### config.mk
export PLATFORM = sky130hd
export DESIGN_NAME = riscv_dbg_access_ctrl
export DESIGN_NICKNAME = d
export VERILOG_FILES = /design/src/rtl/riscv_dbg_access_ctrl.sv
export SDC_FILE = /design/constraint.sdc
export NUM_CORES = 1
export LEC_CHECK = 0
export CAP_MARGIN = 20
export CORE_ASPECT_RATIO = 0.75
export CORE_UTILIZATION = 43
export DETAILED_ROUTE_END_ITERATION = 10
export PLACE_DENSITY = 0.95
export SLEW_MARGIN = 10
export SYNTH_ARGS = -nofsm -noshare
export SYNTH_HDL_FRONTEND = slang
export SYNTH_SLANG_ARGS = --single-unit
### constraint.sdc
create_clock -name clk -period 5.09 [get_ports clk]
set_clock_uncertainty 0.05 [all_clocks]
set_input_delay 0.509 -clock clk [delete_from_list [all_inputs] [get_ports clk]]
set_output_delay 0.509 -clock clk [all_outputs]
set_load 0.05 [all_outputs]
### src/rtl/riscv_dbg_access_ctrl.sv
// Debug-bus access sequencer: decodes debug addresses into Debug Unit banks,
// halts the core for GPR/CSR accesses and returns read data with a one-cycle ack.
module riscv_dbg_access_ctrl #(
    parameter int XLEN        = 32,
    parameter int BREAKPOINTS = 8,
    parameter bit HAS_FPU     = 1'b0,
    parameter int TIMEOUT     = 255
) (
    input  logic            clk,
    input  logic            rstn,
    input  logic            dbg_stall_i,
    input  logic            dbg_strb,
    input  logic            dbg_we,
    input  logic [15:0]     dbg_addr,
    input  logic [XLEN-1:0] dbg_dati,
    output logic [XLEN-1:0] dbg_dato,
    output logic            dbg_ack,
    output logic            dbg_err,
    output logic            du_stall,
    input  logic            cpu_halted,
    output logic [11:0]     du_addr,
    output logic            du_we,
    output logic [XLEN-1:0] du_dato,
    output logic            du_int_strb,
    output logic            du_gpr_strb,
    output logic            du_csr_strb,
    input  logic [XLEN-1:0] du_int_rdata,
    input  logic [XLEN-1:0] du_gpr_rdata,
    input  logic [XLEN-1:0] du_csr_rdata,
    input  logic            du_csr_ack
);
    localparam int            CW     = (TIMEOUT < 1) ? 1 : $clog2(TIMEOUT + 1);
    localparam logic [CW-1:0] TMO    = CW'(TIMEOUT);
    localparam logic [11:0]   BP_END = 12'(16 + 2 * BREAKPOINTS);

    typedef enum logic [2:0] {IDLE, WAIT_HALT, ACCESS, WAIT_CSR, ACK} state_t;
    typedef enum logic [1:0] {BANK_INT, BANK_GPR, BANK_CSR} bank_t;

    state_t            state_q, state_d;
    bank_t             bank_q;
    logic              armed_q, we_q, err_q, core_q, stall_q;
    logic [11:0]       addr_q;
    logic [XLEN-1:0]   wdata_q, rdata_q;
    logic [CW-1:0]     cnt_q;

    logic [3:0]        req_bank;
    logic [11:0]       req_off;
    logic              req_legal, accept, core_d, timeout;

    assign req_bank = dbg_addr[15:12];
    assign req_off  = dbg_addr[11:0];
    // A held strobe cannot retrigger: armed is only restored by a low strobe in IDLE.
    assign accept   = (state_q == IDLE) && dbg_strb && armed_q;
    assign timeout  = (cnt_q == TMO);
    assign core_d   = accept ? (req_legal && (req_bank != 4'd0)) : core_q;

    // NOTE: every variable written in always_comb gets a default first, otherwise a latch is inferred.
    always_comb begin
        req_legal = 1'b0;
        case (req_bank)
            4'd0: req_legal = (req_off <= 12'h003)
                           || ((req_off >= 12'h010) && (req_off < BP_END));
            4'd1: req_legal = (req_off <= 12'h01F)
                           || (HAS_FPU && (req_off >= 12'h100) && (req_off <= 12'h11F))
                           || (req_off == 12'h200) || (req_off == 12'h201);
            4'd2: req_legal = 1'b1;
            default: req_legal = 1'b0;
        endcase
    end

    // NOTE: sequential state uses non-blocking assignments so every flop samples pre-edge values.
    always_ff @(posedge clk or negedge rstn) begin
        if (!rstn) state_q <= IDLE;
        else       state_q <= state_d;
    end

    always_comb begin
        state_d = state_q;
        case (state_q)
            IDLE: begin
                if (accept) begin
                    if (!req_legal)                 state_d = ACK;
                    else if (req_bank == 4'd0)      state_d = ACCESS;
                    else if (cpu_halted && stall_q) state_d = ACCESS;
                    else                            state_d = WAIT_HALT;
                end
            end
            WAIT_HALT: begin
                if (cpu_halted)   state_d = ACCESS;
                else if (timeout) state_d = ACK;
            end
            ACCESS:   state_d = (bank_q == BANK_CSR) ? WAIT_CSR : ACK;
            WAIT_CSR: if (du_csr_ack || timeout) state_d = ACK;
            ACK:      state_d = IDLE;
            default:  state_d = IDLE;
        endcase
    end

    always_comb begin
        dbg_ack     = (state_q == ACK);
        dbg_err     = dbg_ack && err_q;
        dbg_dato    = (dbg_ack && !we_q && !err_q) ? rdata_q : '0;
        du_int_strb = (state_q == ACCESS) && (bank_q == BANK_INT);
        du_gpr_strb = (state_q == ACCESS) && (bank_q == BANK_GPR);
        du_csr_strb = (state_q == ACCESS) && (bank_q == BANK_CSR);
        du_we       = (state_q == ACCESS) && we_q;
        du_addr     = addr_q;
        du_dato     = wdata_q;
        du_stall    = stall_q;
    end

    always_ff @(posedge clk or negedge rstn) begin
        if (!rstn) begin
            armed_q <= 1'b1;
            bank_q  <= BANK_INT;
            addr_q  <= '0;
            we_q    <= 1'b0;
            wdata_q <= '0;
            rdata_q <= '0;
            err_q   <= 1'b0;
            core_q  <= 1'b0;
            stall_q <= 1'b0;
            cnt_q   <= '0;
        end else begin
            if ((state_d == ACK) && (state_q != ACK)) armed_q <= 1'b0;
            else if ((state_q == IDLE) && !dbg_strb)  armed_q <= 1'b1;

            if (accept) begin
                bank_q  <= bank_t'(req_bank[1:0]);
                addr_q  <= req_off;
                we_q    <= dbg_we;
                wdata_q <= dbg_dati;
                rdata_q <= '0;
                err_q   <= !req_legal;
            end

            core_q  <= core_d;
            // Stall covers the whole GPR/CSR access through ACK, then follows dbg_stall_i alone.
            stall_q <= dbg_stall_i || ((state_d != IDLE) && core_d);

            case (state_q)
                WAIT_HALT: if (!cpu_halted && timeout) err_q <= 1'b1;
                ACCESS: begin
                    if (bank_q == BANK_INT)      rdata_q <= du_int_rdata;
                    else if (bank_q == BANK_GPR) rdata_q <= du_gpr_rdata;
                end
                WAIT_CSR: begin
                    if (du_csr_ack)   rdata_q <= du_csr_rdata;
                    else if (timeout) err_q   <= 1'b1;
                end
                default: ;
            endcase

            if (state_d != state_q)                                cnt_q <= '0;
            else if ((state_q == WAIT_HALT) || (state_q == WAIT_CSR)) cnt_q <= cnt_q + 1'b1;
        end
    end
endmodule

=== Word level (Yosys, flattened, before mapping) ===
Cells that the tools add are included.

* Register bits after elaboration: 94
* Input port bits: 151
* Output and inout port bits: 83
* Logic and storage cells: 90

* Add/subtract/negate cells: 1
* $lt $le $gt $ge: 4
* Equal/unequal tests: 14
* Multiplexer cells: 26
* Reductions and logical operators: 34

{| class="wikitable"
|+ Operator list
! cell !! number
|-
| 2-to-1 mux 32 bit || 5
|-
| one-hot mux 32 bit (2 select lines) || 1
|-
| == test 12 x 10 -> 1 bit, second input constant || 2
|-
| 2-to-1 mux 3 bit || 6
|-
| logical AND 1 bit || 16
|-
| 2-to-1 mux 8 bit || 2
|-
| greater-or-equal comparator 12 x 5 -> 1 bit, second input constant || 1
|-
| less-or-equal comparator 12 x 2 -> 1 bit, second input constant || 1
|-
| less-or-equal comparator 12 x 5 -> 1 bit, second input constant || 1
|-
| less-than comparator 12 x 6 -> 1 bit, second input constant || 1
|-
| one-hot mux 3 bit (4 select lines) || 1
|-
| adder 8 x 1 -> 8 bit, second input constant || 1
|-
| == test 8 bit, second input constant || 1
|-
| 2-to-1 mux 1 bit || 7
|-
| == test 3 x 2 -> 1 bit, second input constant || 2
|-
| == test 3 bit, second input constant || 2
|-
| logical OR 1 bit || 6
|-
| zero test 1 bit || 5
|-
| == test 4 x 1 -> 1 bit, second input constant || 1
|-
| == test 4 x 2 -> 1 bit, second input constant || 1
|-
| zero test 4 bit || 1
|-
| 2-to-1 mux 2 bit || 2
|-
| nonzero test 2 bit || 2
|-
| nonzero test 4 bit || 1
|-
| 10 further kinds || 10
|}

=== Logic depth before layout (Yosys ltp) ===
* Depth after elaboration: 10
* Depth in mapped cells: 8
* Depth with buffers taken out: 5

=== Worst setup path before layout ===
No wires, ideal clock.

* Path type: register to output
* Start: register state_q[0]
* End: output dbg_dato[10]
* Arrival: 2923 ps
* Data required time: 4531 ps
* Path slack: 1608 ps
* Stages on the path, launching flop included: 6
* Path buffers: 2
* Cells stage by stage: dfrtp_1 buf_2 nor3b_1 nor3b_2 clkbuf_1 and2_1

* Word-level cells in the longest chain between the ends: 4

{| class="wikitable"
|+ Ends and longest elaborated chain
! element !! line !! RTL
|-
| start, declared || 39 || <nowiki>state_t state_q, state_d;</nowiki>
|-
| start signal, assigned || 74 || <nowiki>else state_q <= state_d;</nowiki>
|-
| == test 3 bit || 100 || <nowiki>dbg_ack = (state_q == ACK);</nowiki>
|-
| net dbg_ack || 17 || <nowiki>output logic dbg_ack,</nowiki>
|-
| logical AND 1 bit (2 in a row) || 102 || <nowiki>dbg_dato = (dbg_ack && !we_q && !err_q) ? rdata_q : '0;</nowiki>
|-
| 2-to-1 mux 32 bit || 102 ||
|-
| end, declared || 16 || <nowiki>output logic [XLEN-1:0] dbg_dato,</nowiki>
|}

The timed path passes the listed nets, and every way through them passes these cells.

=== Worst setup path after layout ===
* Start: register state_q[0]
* End: output dbg_dato[2]

* Word-level cells in the longest chain between the ends: 4

{| class="wikitable"
|+ Ends and longest elaborated chain
! element !! line
|-
| == test 3 bit || 100
|-
| logical AND 1 bit (2 in a row) || 102
|-
| 2-to-1 mux 32 bit || 102
|}

No other way between the ends.

==> summary.md <==
| Metric | Value |
|---|---|
| Outcome | `finished, final reports clean` |
| GPL Wtd Cong | `0.873` |
| H-tree levels | `3` |
| Fin. Hold Viols | `0` |
| Full die area | `0.0111 mm²` |
| Starting Density | `44.4%` |
| Share of post-route cells with drive strength above 1 | `5.06%` |
| Post-synth top flop | `dfrtp_1` |
| Cts hold-fix bufs | `0` |
| Final Instance Area | `0.00727 mm²` |
| Synthesized flop and latch total | `94` |
| Total power | `0.00333 W` |
| Global route overflow | `0` |
| Sequential fraction of the synthesis area | `51.3%` |
| Post-CTS sizing | `0` |
| Vias | `4,691` |
| Clock tree from TritonCTS | `yes` |
| Root Buffer | `clkbuf_16` |
| Mapped Cells | `509` |
| Inserted Diodes | `0` |
| Number of port buffers | `233` |
| Clock Sinks | `94` |
| Initial DRT Pass Iterations | `7` |
| Yosys warning total | `0` |
| Setup-failing EPs final | `0` |
| Setup Crit Path Kind | `flip-flop to output pin` |
| Worst setup EP type | `output pin` |
| Dpl cell area | `0.00696 mm²` |
| Vias/cell | `5.41` |
| Fillers | `755` |
| Bufs on Longest Clock Path | `2` |
| R2r worst-path depth | `6` |
| Slew Limit Fails | `0` |
| GRT Overall Usage | `26.2%` |
| Tmin final | `3770 ps` |
| FP Rows | `32` |
| Non-Filler Instances | `867` |
| Max Cap Viol | `0` |
| Routed len/inst | `16.7 µm` |
| Pin count of the biggest net entering global routing | `66` |
| Reg-to-reg endpoint | `du_stall` |
| Worst hold-check path type | `input pin to async pin` |
| Slew of the pin with the lowest slew margin | `991 ps` |
| Worst setup SP type | `flip-flop` |
| DRT iter0 DRCs | `262` |
| Final critical-path share of the clock period | `74.2%` |
| Core area | `0.0103 mm²` |
| Synth area leaders | `dfrtp_1 (51%), nand2_1 (16%), and2_1 (4.6%)` |
| Achievable frequency | `265 MHz` |
| R2R Setup Slk | `2370 ps` |
| Inst Count DP | `850` |
| Die height | `91.5 µm` |
| Worst hold slack | `45.0 ps` |
| Pwr dens | `458 mW/mm²` |
| Worst-path clk slew | `70 ps` |
| Total Routed Length | `14,500 µm` |
| I/O Pins | `234` |
| Num CTS Buffers | `9` |
| Relative slew slack | `33.9%` |
| TNS Setup | `0 ps` |
| Vias in the first global route | `4,640` |
| Post-synth EDFFs | `0` |
| Initial antenna violation count | `0` |
| RSZ-0062 raised after global routing | `false` |
| Reg-to-Reg Start | `state_q[0]` |
| Chip width | `121 µm` |
| Netlist cell types | `51` |
| Fin nets | `878` |
| Syn nets | `661` |
| # Post-CTS Setup Buffers | `0` |
| Antenna-violating nets left | `0` |
| Worst VDD drop | `0.000388 V` |
| Syn-to-layout area delta | `58.5%` |
| Worst Path Required | `4530 ps` |
| Hpwl dp | `10,800 µm` |
| Synth top area share | `50.7%` |
| Largest fanout on the critical path | `32` |
| Mapped Area | `0.00459 mm²` |
| Post-synth top area cell | `dfrtp_1` |
| First-pass GRT wire length | `22,500 µm` |
| FFs w/ async S/R, synth | `100%` |
| Clock latency on the worst-skew pair | `340 ps` |
| Avg Cell Area, Syn | `9.02 µm²` |
| Post-route DRC | `0` |
| CP Data Arrival Time | `3220 ps` |
| Leakage power | `3.26 nW` |
[layout make-up]
cell class	count	area, µm²	share of cell area [%]
clock buffers	11	253	3.47
clock inverters	5	42.5	0.585
inverters	5	18.8	0.258
multi-input cells	376	2040	28.1
flip-flops and latches	94	2350	32.4
well taps	136	170	2.34
repair buffers	240	2390	32.9
[Yosys cell counts (2+ instances only)]
| library cell | n |
|---|---|
| a211oi_1 | 2 |
| a21o_1 | 2 |
| a21oi_1 | 13 |
| a222oi_1 | 19 |
| a22oi_1 | 13 |
| a31oi_1 | 8 |
| a32oi_1 | 6 |
| and2_1 | 34 |
| and3_1 | 2 |
| and4_1 | 3 |
| buf_2 | 9 |
| buf_6 | 5 |
| clkbuf_1 | 18 |
| dfrtp_1 | 93 |
| inv_1 | 5 |
| nand2_1 | 194 |
| nand3_1 | 6 |
| nand3_2 | 2 |
| nand3b_1 | 2 |
| nor2_1 | 12 |
| nor2b_1 | 4 |
| nor3_1 | 2 |
| nor3_4 | 2 |
| nor3b_1 | 3 |
| nor3b_2 | 2 |
| nor4_1 | 3 |
| o211ai_1 | 5 |
| o21ai_0 | 8 |
| o21ai_1 | 3 |
| o22ai_1 | 3 |
| xnor2_1 | 2 |
| xor2_1 | 5 |
[cell usage in the layout (no fill, tap or decap), types with 3 or more instances in the layout]
master,n
a222oi_1,19
nor3b_1,3
buf_4,6
a22oi_1,13
nor2_1,11
and4_1,3
a32oi_1,6
a31oi_1,8
dfrtp_1,93
clkbuf_16,9
o211ai_1,5
nor2b_1,4
xor2_1,5
and2_1,34
o21ai_1,3
o22ai_1,3
clkdlybuf4s50_1,232
o21ai_0,8
a21oi_1,13
inv_1,5
nor4_1,3
clkinv_4,3
nand2_1,194
nand3_1,6
[metrics by stage]
stage / setup slack (ps) / util (%)
after floorplan: 1610 / -
after global placement: 1830 / 67.3
after detailed placement: 1650 / 67.4
final: 1320 / 70.4
after CTS: 1250 / 70.3
after global routing: 1090 / 70.4
[where the power goes]
group	internal, W	switching, W	leakage [nW]	total (W)
clock network	0.000362	0.000288	0.142	0.000651
registers	0.000975	0.000165	1.23	0.00114
logic	0.000535	0.00101	1.90	0.00154
[worst max-delay path, cell delays in order (launching register included)]
cell,delay [ps]
dfrtp_1,540
nor3b_1,380
nor3b_4,880
and2_1,250
clkdlybuf4s50_1,820
[per-layer routing]
metal  vias to the layer above  share of wire, %  global-route usage [%]
met4                         0               2.3                    10.1
met5                         -                 0                       0
met2                       241                50                    45.1
met1                      2234                38                    29.6
li1                       2184                 -                       -
met3                        32               9.9                    8.98
[cell families (layout without fill, tap and decap cells)]
kind of cell / after synthesis / after routing / synth area share, %
simple gates: 279 / 279 / 28.2
flops: 94 / 94 / 51.3
compound gates: 88 / 88 / 14.3
fa+ha+maj: 1 / 1 / 0.273
xor+xnor: 7 / 7 / 1.34
mux: 1 / 1 / 0.218
buf+inv: 39 / 261 / 4.42
[sequential cells by signal (all words and copies together), names as in the netlist, 2 cells and up]
| signal | count |
|---|---|
| du_dato | 32 |
| rdata_q | 32 |
| bank_q | 2 |
| du_addr | 12 |
| state_q | 3 |
| cnt_q | 8 |
[worst max-delay path by stage]
stage	end	start	cells after the start
after global placement	dbg_dato[28]	state_q[0]	4
final	dbg_dato[2]	state_q[0]	4
after global routing	dbg_dato[2]	state_q[0]	4
after floorplan	dbg_dato[10]	state_q[0]	5
after detailed placement	dbg_dato[2]	state_q[0]	4
after CTS	dbg_dato[2]	state_q[0]	4
Note: power is estimated with default switching activity, not from simulation.
